--- src/rtl/prach_pkg.sv ---
// Shared types and sizes for the PRACH frequency-control-word scheduler.
package prach_pkg;

    localparam int PRACH_NUM_CH = 8;
    localparam int PRACH_FCW_W  = 17;

    typedef logic [PRACH_FCW_W-1:0] fcw_t;

    typedef enum logic [1:0] {
        IDLE  = 2'd0,
        ARMED = 2'd1,
        APPLY = 2'd2
    } fcw_sched_state_e;

endpackage

--- src/rtl/prach_fcw_bank.sv ---
// Shadow/active FCW register pair with write port, copy strobe and optional
// readback (PRACH_FCW_READBACK_EN).
module prach_fcw_bank
    import prach_pkg::*;
#(
    parameter int NUM_CH = PRACH_NUM_CH,
    parameter int FCW_W  = PRACH_FCW_W
) (
    input  logic                      clk,
    input  logic                      rst_n,
    input  logic                      wr_en,
    input  logic [$clog2(NUM_CH)-1:0] wr_chn,
    input  logic [FCW_W-1:0]          wr_fcw,
    input  logic                      copy,
`ifdef PRACH_FCW_READBACK_EN
    input  logic [$clog2(NUM_CH)-1:0] rd_chn,
    output logic [FCW_W-1:0]          rd_fcw,
`endif
    output logic [FCW_W-1:0]          active [NUM_CH]
);

    localparam int CHN_W = $clog2(NUM_CH);

    logic [FCW_W-1:0] shadow_r [NUM_CH];
    logic [FCW_W-1:0] active_r [NUM_CH];

    // Shadow bank: per-slot decode, so indices without a slot are dropped.
    always_ff @(posedge clk or negedge rst_n) begin
        if (!rst_n) begin
            for (int k = 0; k < NUM_CH; k++) shadow_r[k] <= '0;
        end else begin
            for (int k = 0; k < NUM_CH; k++) begin
                if (wr_en && (wr_chn == CHN_W'(k))) shadow_r[k] <= wr_fcw;
            end
        end
    end

    // Active bank: whole-bank copy on the strobe, otherwise held.
    always_ff @(posedge clk or negedge rst_n) begin
        if (!rst_n) begin
            for (int k = 0; k < NUM_CH; k++) active_r[k] <= '0;
        end else if (copy) begin
            for (int k = 0; k < NUM_CH; k++) active_r[k] <= shadow_r[k];
        end
    end

    assign active = active_r;

`ifdef PRACH_FCW_READBACK_EN
    logic [FCW_W-1:0] rd_mux_s;
    logic [FCW_W-1:0] rd_fcw_r;

    // Readback select; an index with no slot yields zero.
    always_comb begin
        rd_mux_s = '0;
        for (int k = 0; k < NUM_CH; k++) begin
            if (rd_chn == CHN_W'(k)) begin
                rd_mux_s = active_r[k];
            end else begin
                rd_mux_s = rd_mux_s;
            end
        end
    end

    // Readback output register.
    always_ff @(posedge clk or negedge rst_n) begin
        if (!rst_n) rd_fcw_r <= '0;
        else        rd_fcw_r <= rd_mux_s;
    end

    assign rd_fcw = rd_fcw_r;
`endif

endmodule

--- src/rtl/prach_fcw_sched.sv ---
// FCW scheduler: shadow writes in IDLE, atomic shadow->active copy on sync_in.
// Optional readback port enabled by PRACH_FCW_READBACK_EN.
module prach_fcw_sched
    import prach_pkg::*;
#(
    parameter int NUM_CH  = PRACH_NUM_CH,
    parameter int FCW_W   = PRACH_FCW_W,
    parameter int TIMEOUT = 4096
) (
    input  logic                      clk,
    input  logic                      rst_n,
    input  logic                      sync_in,
    input  logic                      cfg_valid,
    output logic                      cfg_ready,
    input  logic [$clog2(NUM_CH)-1:0] cfg_chn,
    input  logic [FCW_W-1:0]          cfg_fcw,
    input  logic                      commit_req,
    output logic                      commit_busy,
    output logic                      commit_done,
    output logic                      err_timeout,
    input  logic                      err_clr,
`ifdef PRACH_FCW_READBACK_EN
    input  logic [$clog2(NUM_CH)-1:0] rd_chn,
    output logic [FCW_W-1:0]          rd_fcw,
`endif
    output logic [FCW_W-1:0]          ctrl_fcw [NUM_CH]
);

    localparam int              CNT_W   = (TIMEOUT > 1) ? $clog2(TIMEOUT) : 1;
    localparam bit              TO_EN   = (TIMEOUT != 0);
    localparam logic [CNT_W-1:0] TO_LAST = CNT_W'((TIMEOUT > 0) ? (TIMEOUT - 1) : 0);

    fcw_sched_state_e state_r;
    logic [CNT_W-1:0] cnt_r;
    logic             cfg_ready_r;
    logic             busy_r;
    logic             done_r;
    logic             err_r;
    logic             wr_en_s;
    logic             copy_s;
    logic             timeout_hit_s;
    logic             err_set_s;

    assign wr_en_s       = cfg_valid && cfg_ready_r;
    assign copy_s        = (state_r == APPLY);
    assign timeout_hit_s = TO_EN && (cnt_r == TO_LAST);
    // sync_in wins over a coincident timeout, so no error is flagged then.
    assign err_set_s     = (state_r == ARMED) && !sync_in && timeout_hit_s;

    // Commit FSM, timeout counter and registered handshake/status outputs.
    always_ff @(posedge clk or negedge rst_n) begin
        if (!rst_n) begin
            state_r     <= IDLE;
            cnt_r       <= '0;
            cfg_ready_r <= 1'b1;
            busy_r      <= 1'b0;
            done_r      <= 1'b0;
        end else begin
            case (state_r)
                IDLE: begin
                    cnt_r <= '0;
                    if (commit_req) begin
                        state_r     <= ARMED;
                        cfg_ready_r <= 1'b0;
                        busy_r      <= 1'b1;
                    end else begin
                        state_r     <= IDLE;
                        cfg_ready_r <= 1'b1;
                        busy_r      <= 1'b0;
                    end
                    done_r <= 1'b0;
                end
                ARMED: begin
                    if (sync_in || timeout_hit_s) begin
                        state_r <= APPLY;
                        done_r  <= 1'b1;
                    end else begin
                        state_r <= ARMED;
                        cnt_r   <= cnt_r + CNT_W'(1);
                        done_r  <= 1'b0;
                    end
                end
                APPLY: begin
                    state_r     <= IDLE;
                    cnt_r       <= '0;
                    cfg_ready_r <= 1'b1;
                    busy_r      <= 1'b0;
                    done_r      <= 1'b0;
                end
                default: begin
                    state_r     <= IDLE;
                    cnt_r       <= '0;
                    cfg_ready_r <= 1'b1;
                    busy_r      <= 1'b0;
                    done_r      <= 1'b0;
                end
            endcase
        end
    end

    // Sticky timeout flag; a new timeout beats a coincident clear.
    always_ff @(posedge clk or negedge rst_n) begin
        if (!rst_n)         err_r <= 1'b0;
        else if (err_set_s) err_r <= 1'b1;
        else if (err_clr)   err_r <= 1'b0;
    end

    assign cfg_ready   = cfg_ready_r;
    assign commit_busy = busy_r;
    assign commit_done = done_r;
    assign err_timeout = err_r;

    prach_fcw_bank #(
        .NUM_CH (NUM_CH),
        .FCW_W  (FCW_W)
    ) u_bank (
        .clk    (clk),
        .rst_n  (rst_n),
        .wr_en  (wr_en_s),
        .wr_chn (cfg_chn),
        .wr_fcw (cfg_fcw),
        .copy   (copy_s),
`ifdef PRACH_FCW_READBACK_EN
        .rd_chn (rd_chn),
        .rd_fcw (rd_fcw),
`endif
        .active (ctrl_fcw)
    );

endmodule

--- config.mk ---
export PLATFORM = sky130hd
export DESIGN_NAME = prach_fcw_sched
export DESIGN_NICKNAME = d
export VERILOG_FILES = /design/src/rtl/prach_pkg.sv /design/src/rtl/prach_fcw_bank.sv /design/src/rtl/prach_fcw_sched.sv
export SDC_FILE = /design/constraint.sdc
export NUM_CORES = 1
export LEC_CHECK = 0
export CAP_MARGIN = 20
export CORE_MARGIN = 2
export CORE_UTILIZATION = 40
export DETAILED_ROUTE_END_ITERATION = 7
export PLACE_DENSITY = 0.71
export REMOVE_ABC_BUFFERS = 1
export SYNTH_ARGS = -nofsm -noshare
export SYNTH_HDL_FRONTEND = slang
export SYNTH_HIERARCHICAL = 1
export SYNTH_SLANG_ARGS = --single-unit
--- constraint.sdc ---
create_clock -name clk -period 2.4 [get_ports clk]
set_input_delay 0.6 -clock clk [delete_from_list [all_inputs] [get_ports clk]]
set_output_delay 0.6 -clock clk [all_outputs]
set_load 0.005 [all_outputs]
==> results.cfg, run 1 <==
[layout]
n_antenna_cell = 0
fin_area_mm2 = 0.0145
areaGrowthSynthToFinish_pct = 30.2
nFillCells = 2283
final_util_pct = 52.6
final_nets = 886
drive_above_1_share_pct = 41.1
seq_area_mm2 = 0.00726
multi_input_area_mm2 = 0.00366

[critical_path]
critPathMaxStageDelay_ps = 530
critPathTopFamily = flip-flops
worstSetupStartpointType = flop
crit_required_ps = 1800
worstRegToRegCells = 4
cp_slowest_cell = dfstp_2
crit_type = reg2out
crit_fanout = 3
cp_cell_sequence = clkdlybuf4s50_1
critPathBufInv = 1
crit_arrival_ps = 1570
critical_path_depth = 1
crit_path_end_kind = output port

[clock_tree]
cts_tree = done
cts_resized = 0
hold_buffers = 0
h-tree-depth = 1
clk_latency_ps = 540
clkTransAtPathRegs_ps = 60
post_cts_buffers = 0
cts.path.max_buffers = 3
cts_sinks = 290
cts-root-buf = clkbuf_16
cts_made_buffers = 30

[synth]
synth_top_area_cell = dfrtp_1
synthXorXnorAreaFrac_pct = 0.157
syn_avg_cell_area_um2 = 16.6
synth_top_family_by_area = multiplexers
synthTopCellsByCount = 289 x dfrtp_1, 262 x mux2_2, 22 x buf_2
yosysSeqAreaShare_pct = 65.2
ys_ff_latch = 290
synth-async-reset-ratio_pct = 100
synth_edf_count = 0
synthAdderAreaFrac_pct = 0.112
synth_mux_area_share_pct = 28.0
yosysWarnings = 6
synthSimpleGateAreaFrac_pct = 3.08
yosysMostFrequentCell = dfrtp_1
synth_compound_area_share_pct = 1.51
yosys-top-cells-area = dfrtp_1 65%, mux2_2 27%, mux2_4 1.3%
ys_types = 48
netlist_instances = 669
syn_area_mm2 = 0.0111
synth_top_area_share_pct = 65.0
synth_flop_cell = dfrtp_1

[timing]
fin_crit_ps = 2170
report.final.slew_viol_count = 0
relSlewSlack_pct = 58.2
worst_pin_slew_ps = 626
fin_skew_ps = 7.95
rsz0062_at_grt = no
final.setup.tns_ps = 0
hold_slack_ps = 48.0
fin_crit_sh_pct = 90.3
setup_viol = 0
fmax_ghz = 0.461
finalHoldViolCount = 0

[pwr]
swShare_pct = 24.6
p_leak_nw = 6.26
totalPowerFinal_mw = 18.3
p_comb_share_pct = 28.2
peakVddDrop_mv = 0.668
clock_power_share_pct = 26.8
intPower_mw = 13.8
sequentialPowerShare_pct = 44.9
p_sw_mw = 4.48
p_per_area_mw_per_mm2 = 1260

[die]
fp.dieH_um = 171
rows = 61
die-width_um = 171
dieArea_mm2 = 0.0292
start_util_pct = 40.4
core_mm2 = 0.0276
ioPinCount = 166

[route]
dr.pass1.iters = 4
vias = 6188
viasPerCell = 4.92
antenna_left = 0
top_layer_used = met4
wirelength_um = 22900
route.met2.wl_um = 10900
wl_per_cell_um = 18.2
drc = 0
wl_met1_um = 10300
drt-initial-drc-count = 298
wl_met3_um = 1330

[run]
cap_violations = 0

[placed_design]
place.gp.congestion = 0.735
dpl-instance-area_mm2 = 0.0134
place.detailed.hpwl_um = 14700
numPortBuffers = 165

[global_routing]
grt_pass1_wl_um = 36500
grt_overflow = 0
grt_max_degree = 76
gr-usage-all-layers_pct = 15.9
antenna_found_initial = 0
grt_pass1_vias = 6544

[worst_hold_path]
hp-class = in2async

[outcome]
status = completed
==> cell families after synthesis <==
| logic type | Yosys count |
|---|---|
| buffers and inverters | 34 |
| xor gates and xnor gates | 2 |
| DFF | 290 |
| adders and majority gates | 1 |
| AOI/OAI and AO/OA | 23 |
| muxes | 273 |
| and+or+nand+nor | 46 |
==> registers in the layout, indices dropped and copies added (netlist names) <==
name and cells:
err_timeout 1, cnt_r 12, u_bank/shadow_r 136, cfg_ready 1, commit_busy 1, commit_done 1
u_bank/active 136, state_r 2
==> path summary, 6_finish.rpt <==
| kind | slack [ps] | endpoint | from |
|---|---|---|---|
| min in group clk | 500 | u_bank/active[70]$_DFFE_PN0P_ | u_bank/shadow_r[70]$_DFFE_PN0P_ |
| worst min-delay path | 50 | u_bank/shadow_r[10]$_DFFE_PN0P_ | rst_n |
| worst max-delay path | 230 | cfg_ready | cfg_ready$_DFFE_PN1N_ |
| worst min register to register | 500 | u_bank/active[70]$_DFFE_PN0P_ | u_bank/shadow_r[70]$_DFFE_PN0P_ |
| max in group asynchronous | 1640 | u_bank/shadow_r[87]$_DFFE_PN0P_ | rst_n |
| worst max register to register | 600 | u_bank/shadow_r[124]$_DFFE_PN0P_ | cfg_ready$_DFFE_PN1N_ |
==> routing by layer <==
metal	GRT usage, %	vias to the layer above
met1	21.9	3215
met3	3.72	25
met2	25.7	142
li1	-	2806
met4	3.53	0
met5	0	-
==> placed cells by master, fill, tap and decap left out, types with 5 or more instances in the layout <==
master           Yosys  routed
clkbuf_8             0       9
buf_4                3      11
nor2_1               8       8
clkbuf_16            0      31
buf_12               0      14
dfrtp_1            289     289
nand2_1              6       6
mux2_4              10      10
clkinv_2             0       5
a21oi_1              7       7
mux2_2             262     262
clkdlybuf4s50_1      0     164
==> layout make-up <==
type	instances	share of cell area [%]
Clock buffer	44	6.31
Inverter	2	0.0518
Tap cell	378	3.27
Timing Repair Buffer	190	13.9
Sequential cell	290	50.1
Clock inverter	10	1.06
Multi-Input combinational cell	345	25.3
==> through the flow <==
stage,cells,setup WS [ps]
2_1_floorplan,637,-4900
3_3_place_gp,1205,112
3_5_place_dp,1205,82.4
4_1_cts,1259,203
5_1_grt,1259,188
6_report,1259,232
==> power groups by stage <==
stage / combinational [mW] / clock (mW) / sequential (mW)
2_1_floorplan: 2.38 / 0 / 8.04
3_3_place_gp: 5.09 / 0 / 8.24
3_5_place_dp: 5.22 / 0 / 8.30
4_1_cts: 5.25 / 5.04 / 8.23
5_1_grt: 5.58 / 5.25 / 8.48
6_report: 5.15 / 4.89 / 8.20
No activity file was read; power rests on OpenSTA's default activity.
==> run 2: changes to the inputs <==
--- a/config.mk
+++ b/config.mk
@@ -9,6 +9,7 @@
 export CORE_MARGIN = 2
 export CORE_UTILIZATION = 40
 export DETAILED_ROUTE_END_ITERATION = 7
+export HOLD_SLACK_MARGIN = 0.1
 export PLACE_DENSITY = 0.71
 export REMOVE_ABC_BUFFERS = 1
 export SYNTH_ARGS = -nofsm -noshare
==> constraint.sdc (replaced) <==
create_clock -name clk -period 2.2 [get_ports clk]
set_input_delay 0.55 -clock clk [delete_from_list [all_inputs] [get_ports clk]]
set_output_delay 0.55 -clock clk [all_outputs]
set_load 0.005 [all_outputs]
==> run 2 against run 1 <==
  * Sequential power up 9.3%
  * Global-route usage up 0.57 points
  * First-iteration DRC count up 14%
  * Final cell count up 0.64%
  * Utilization about the same
  * Non-clock buffer count up 6
  * Largest power group unchanged
  * Highest routed layer unchanged
==> results.cfg, run 2 (same netlist as run 1, synthesis figures left out) <==
[die]
die-width_um = 171
fp.dieH_um = 171
rows = 61
core_mm2 = 0.0276
ioPinCount = 166
dieArea_mm2 = 0.0292
start_util_pct = 40.4

[critical_path]
critPathTopFamily = flip-flops
critPathBufInv = 1
crit_start = cfg_ready$_DFFE_PN1N_
cp_cell_sequence = clkdlybuf4s50_1
worstSetupStartpointType = flop
critPathMaxStageDelay_ps = 540
reg2reg_from = cfg_ready$_DFFE_PN1N_
crit_required_ps = 1650
crit_arrival_ps = 1570
critical_path_depth = 1
worstRegToRegCells = 4
crit_type = reg2out
cp_slowest_cell = dfstp_2
crit_path_end_kind = output port
crit_fanout = 3

[worst_hold_path]
hp-class = reg2reg
whs_path_depth = 1
min-delay-start = u_bank/shadow_r[31]$_DFFE_PN0P_

[timing]
fmax_ghz = 0.472
fin_crit_sh_pct = 96.4
worst_pin_slew_ps = 487
timing.final.ws_setup_ps = 80.2
fin_skew_ps = 6.79
relSlewSlack_pct = 67.5
report.final.slew_viol_count = 0
setup_viol = 0
rsz0062_at_grt = no
hold_slack_ps = 500
finalHoldViolCount = 0
fin_crit_ps = 2120

[global_routing]
antenna_found_initial = 0
grt_max_degree = 71
grt_pass1_wl_um = 37500
grt_pass1_vias = 6526
grt_overflow = 0
gr-usage-all-layers_pct = 16.4

[layout]
n_antenna_cell = 0
drive_above_1_share_pct = 41.3
final_common_cell = dfrtp_1
final_cell_count_no_fill = 1267
final_nets = 892
mostFrequentLayoutCells = 289 x dfrtp_1, 262 x mux2_2, 164 x clkdlybuf4s50_1
areaGrowthSynthToFinish_pct = 30.3
final_util_pct = 52.6

[placed_design]
place.gp.congestion = 0.749
place.detailed.hpwl_um = 14800
place_inst = 1210
numPortBuffers = 165
pre_cts_ws_ps = -74.3

[route]
viasPerCell = 4.92
drt-initial-drc-count = 339
wl_per_cell_um = 18.2
vias = 6237
wirelength_um = 23000
drc = 0
antenna_left = 0
dr.pass1.iters = 4

[pwr]
peakVddDrop_mv = 0.810
p_leak_nw = 6.27
totalPowerFinal_mw = 19.7
p_per_area_mw_per_mm2 = 1360

[clock_tree]
h-tree-depth = 1
cts_tree = done
clkTransAtPathRegs_ps = 60
cts_resized = 0
cts-root-buf = clkbuf_16
cts_made_buffers = 30
clk_latency_ps = 540
cts_sinks = 290
cts.path.max_buffers = 3

[outcome]
status = completed

[run]
cap_violations = 0
[run 2: worst paths after layout]
kind | slack, ps | end
worst max-delay path | 80 | cfg_ready
worst min-delay path | 500 | u_bank/active[31]$_DFFE_PN0P_
worst max register to register | 430 | u_bank/shadow_r[122]$_DFFE_PN0P_
worst min register to register | 500 | u_bank/active[31]$_DFFE_PN0P_
max in group asynchronous | 910 | cfg_ready$_DFFE_PN1N_
min in group asynchronous | 530 | u_bank/active[44]$_DFFE_PN0P_
[run 2: per-layer routing]
metal  GRT usage [%]  wire, µm  up-vias
li1                -         -     2801
met1            23.1     10400     3279
met2            26.5     11000      127
met3            3.68      1220       30
met4            3.27       410        0
met5               0         0        -
[run 2: report_power, final]
group          leakage (nW)  internal, mW  switching [mW]
sequential             3.58          7.69            1.28
combinational          2.19          4.01            1.60
clock                 0.507          3.07            2.03
total                  6.27          14.8            4.91
[run 2: area by class of cell]
| class | instances | area, µm² |
|---|---|---|
| clock inverter | 11 | 111 |
| timing repair buffer | 196 | 2080 |
| sequential | 290 | 7260 |
| tap | 378 | 473 |
| inverter | 2 | 7.51 |
| fill | 2298 | 13100 |
| multi-input combinational | 345 | 3660 |
| clock buffer | 45 | 908 |
[run 2: per-stage QoR]
step | setup TNS, ps | cell area [µm²]
after floorplan | -693960 | 10900
after detailed placement | -2610 | 13500
after global routing | 0 | 14500
final | 0 | 14500
after CTS | 0 | 14500
after global placement | -80.2 | 13500
[run 2: timing repair]
item | CTS | global route
hold buffers | 1 | 0
endpoints found under the setup margin | 0 | 0
buffers inserted | 0 | 0
hold endpoints to repair | 49 | 0
==> RTL edit: new RTL, config.mk and constraints of run 1 <==
The option `PRACH_FCW_READBACK_EN` is turned on by a define.
--- a/src/rtl/prach_fcw_bank.sv
+++ b/src/rtl/prach_fcw_bank.sv
@@ -1,4 +1,6 @@
 // Shadow/active FCW register pair with write port, copy strobe and optional
 // readback (PRACH_FCW_READBACK_EN).
+`define PRACH_FCW_READBACK_EN
+
 module prach_fcw_bank
     import prach_pkg::*;
Interface: changed (added rd_chn and rd_fcw); port bits go from 166 to 186. The function was not compared with the original's and may differ.
==> RTL edit against run 1 <==
  * Die area grew 18%
  * Sequential share of layout area shrank 4.9 points
  * Total power grew 13%
  * Cell count grew 22%
  * Maximum frequency grew 1.7%
  * Worst hold slack gained 0.43 ns
  * Cell area grew 17%
  * Critical endpoint unchanged
  * Largest cell class unchanged
  * Clock power grew 6.7%
  * Core utilization shrank 0.28 points
  * Area after synthesis grew 19%
  * Wire length grew 38%
  * Worst setup slack gained 0.036 ns
  * Register-to-register slack lost 0.03 ns
  * Sequential cell count grew 17
==> RTL edit: results (changes against run 1) <==
| Metric | Value |
|---|---|
| Outcome | complete, no violations |
| Met3 Track Usage GR | 4.031% (+0.31 points) |
| Max IR drop VDD | 0.0006343 V (-5.1%) |
| ClkCell Share | 6.751% (-0.63 points) |
| Clk Latency, worst-skew pair | 0.50 ns (-0.04 ns) |
| Arr. time, crit path | 1.53 ns (-0.04 ns) |
| Gp weighted congestion | 0.8158 (+11%) |
| Placed instance area | 15860 um2 (+18%) |
| Reg2reg path depth | 5 (+1) |
| # fillers | 2736 (+20%) |
| Hold slack final | 0.4785 ns (+0.4305 ns) |
| CTS Buf Count | 34 (+13%) |
| Leak Pwr | 7.219 nW (+15%) |
| Routed len/inst | 20.54 um (+13%) |
| M2 GR Usage | 28.40% (+2.7 points) |
| Cell count after placement | 1478 (+23%) |
| IO buf count | 185 (+12%) |
| # Taps | 442 (+17%) |
| Largest net degree at the start of global routing | 99 (+30%) |
| Compound-cell area share of the yosys netlist | 7.509% (+6.0 points) |
| Synthesized area per cell | 15.30 um2 (-8.0%) |
| Cell variety after synth | 62 (+29%) |
| Routed wl met3 | 1920 um (+45%) |
| Fraction of area in multi-input gates | 30.82% (+5.6 points) |
| Final core occ | 52.29% (-0.28 points) |
| Total number of vias | 8212 (+33%) |
| Hold Buf Count CTS | 1 (+1) |
| Placement Setup Slack | 0.02187 ns (-0.06057 ns) |
| Buffers, non-clock | 224 (+18%) |
| Vias in the first global route | 8431 (+29%) |
| DRT Wirelength | 31650 um (+38%) |
| Critical R2R Launch | cfg_ready |
| XOR/XNOR share of the synthesized area | 0.1324% (-0.025 points) |
| Detailed Routing Iterations Pass 1 | 5 (+1) |
| Signal buf overhead | 13.97% (+0.031 points) |
| First-pass GRT wire length | 49310 um (+35%) |
| Area contributors post-synth | dfrtp_1 58%, mux2_2 22%, mux4_2 2.4% |
| Nets | 1103 (+24%) |
| WL met1 | 14310 um (+38%) |
| Synth Area in Adders | 0.09457% (-0.018 points) |
| Flop2flop setup slack | 0.57 ns (-0.03 ns) |
| Hold Crit Class | reg2reg |
| Post-synthesis mux area share | 27.45% (-0.51 points) |
| Multi-In Gates | 504 (+46%) |
| Sequential fraction of the synthesis area | 58.08% (-7.2 points) |
-- RTL edit: cell count changes in the layout (fill, tap and decap cells not counted), sizes merged, moves of 17 or more --
cell,run 1,this run
clkdlybuf4s50,164,181
dfrtp,289,306
mux2i,1,19
nand2b,1,18
o21ai,4,21
-- RTL edit: power breakdown --
part / total, mW / switching (mW) / internal, mW
Clock: 5.22 / 2.03 / 3.19
Sequential: 9.15 / 1.73 / 7.42
Combinational: 6.26 / 1.96 / 4.30
Total: 20.6 / 5.71 / 14.9
-- RTL edit: how the worst max path moves through the flow --
stage                 startpoint              endpoint  slack (ns)  cells past startpoint
2_1_floorplan         state_r[0]      u_bank/active[0]       -4.90                      2
3_3_place_gp           cfg_valid   u_bank/shadow_r[22]        0.04                      6
3_5_place_dp          cfg_chn[1]  u_bank/shadow_r[123]        0.02                      5
4_1_cts                cfg_ready             cfg_ready        0.24                      1
5_1_grt        u_bank/active[67]          ctrl_fcw[67]        0.22                      1
6_report               cfg_ready             cfg_ready        0.27                      1
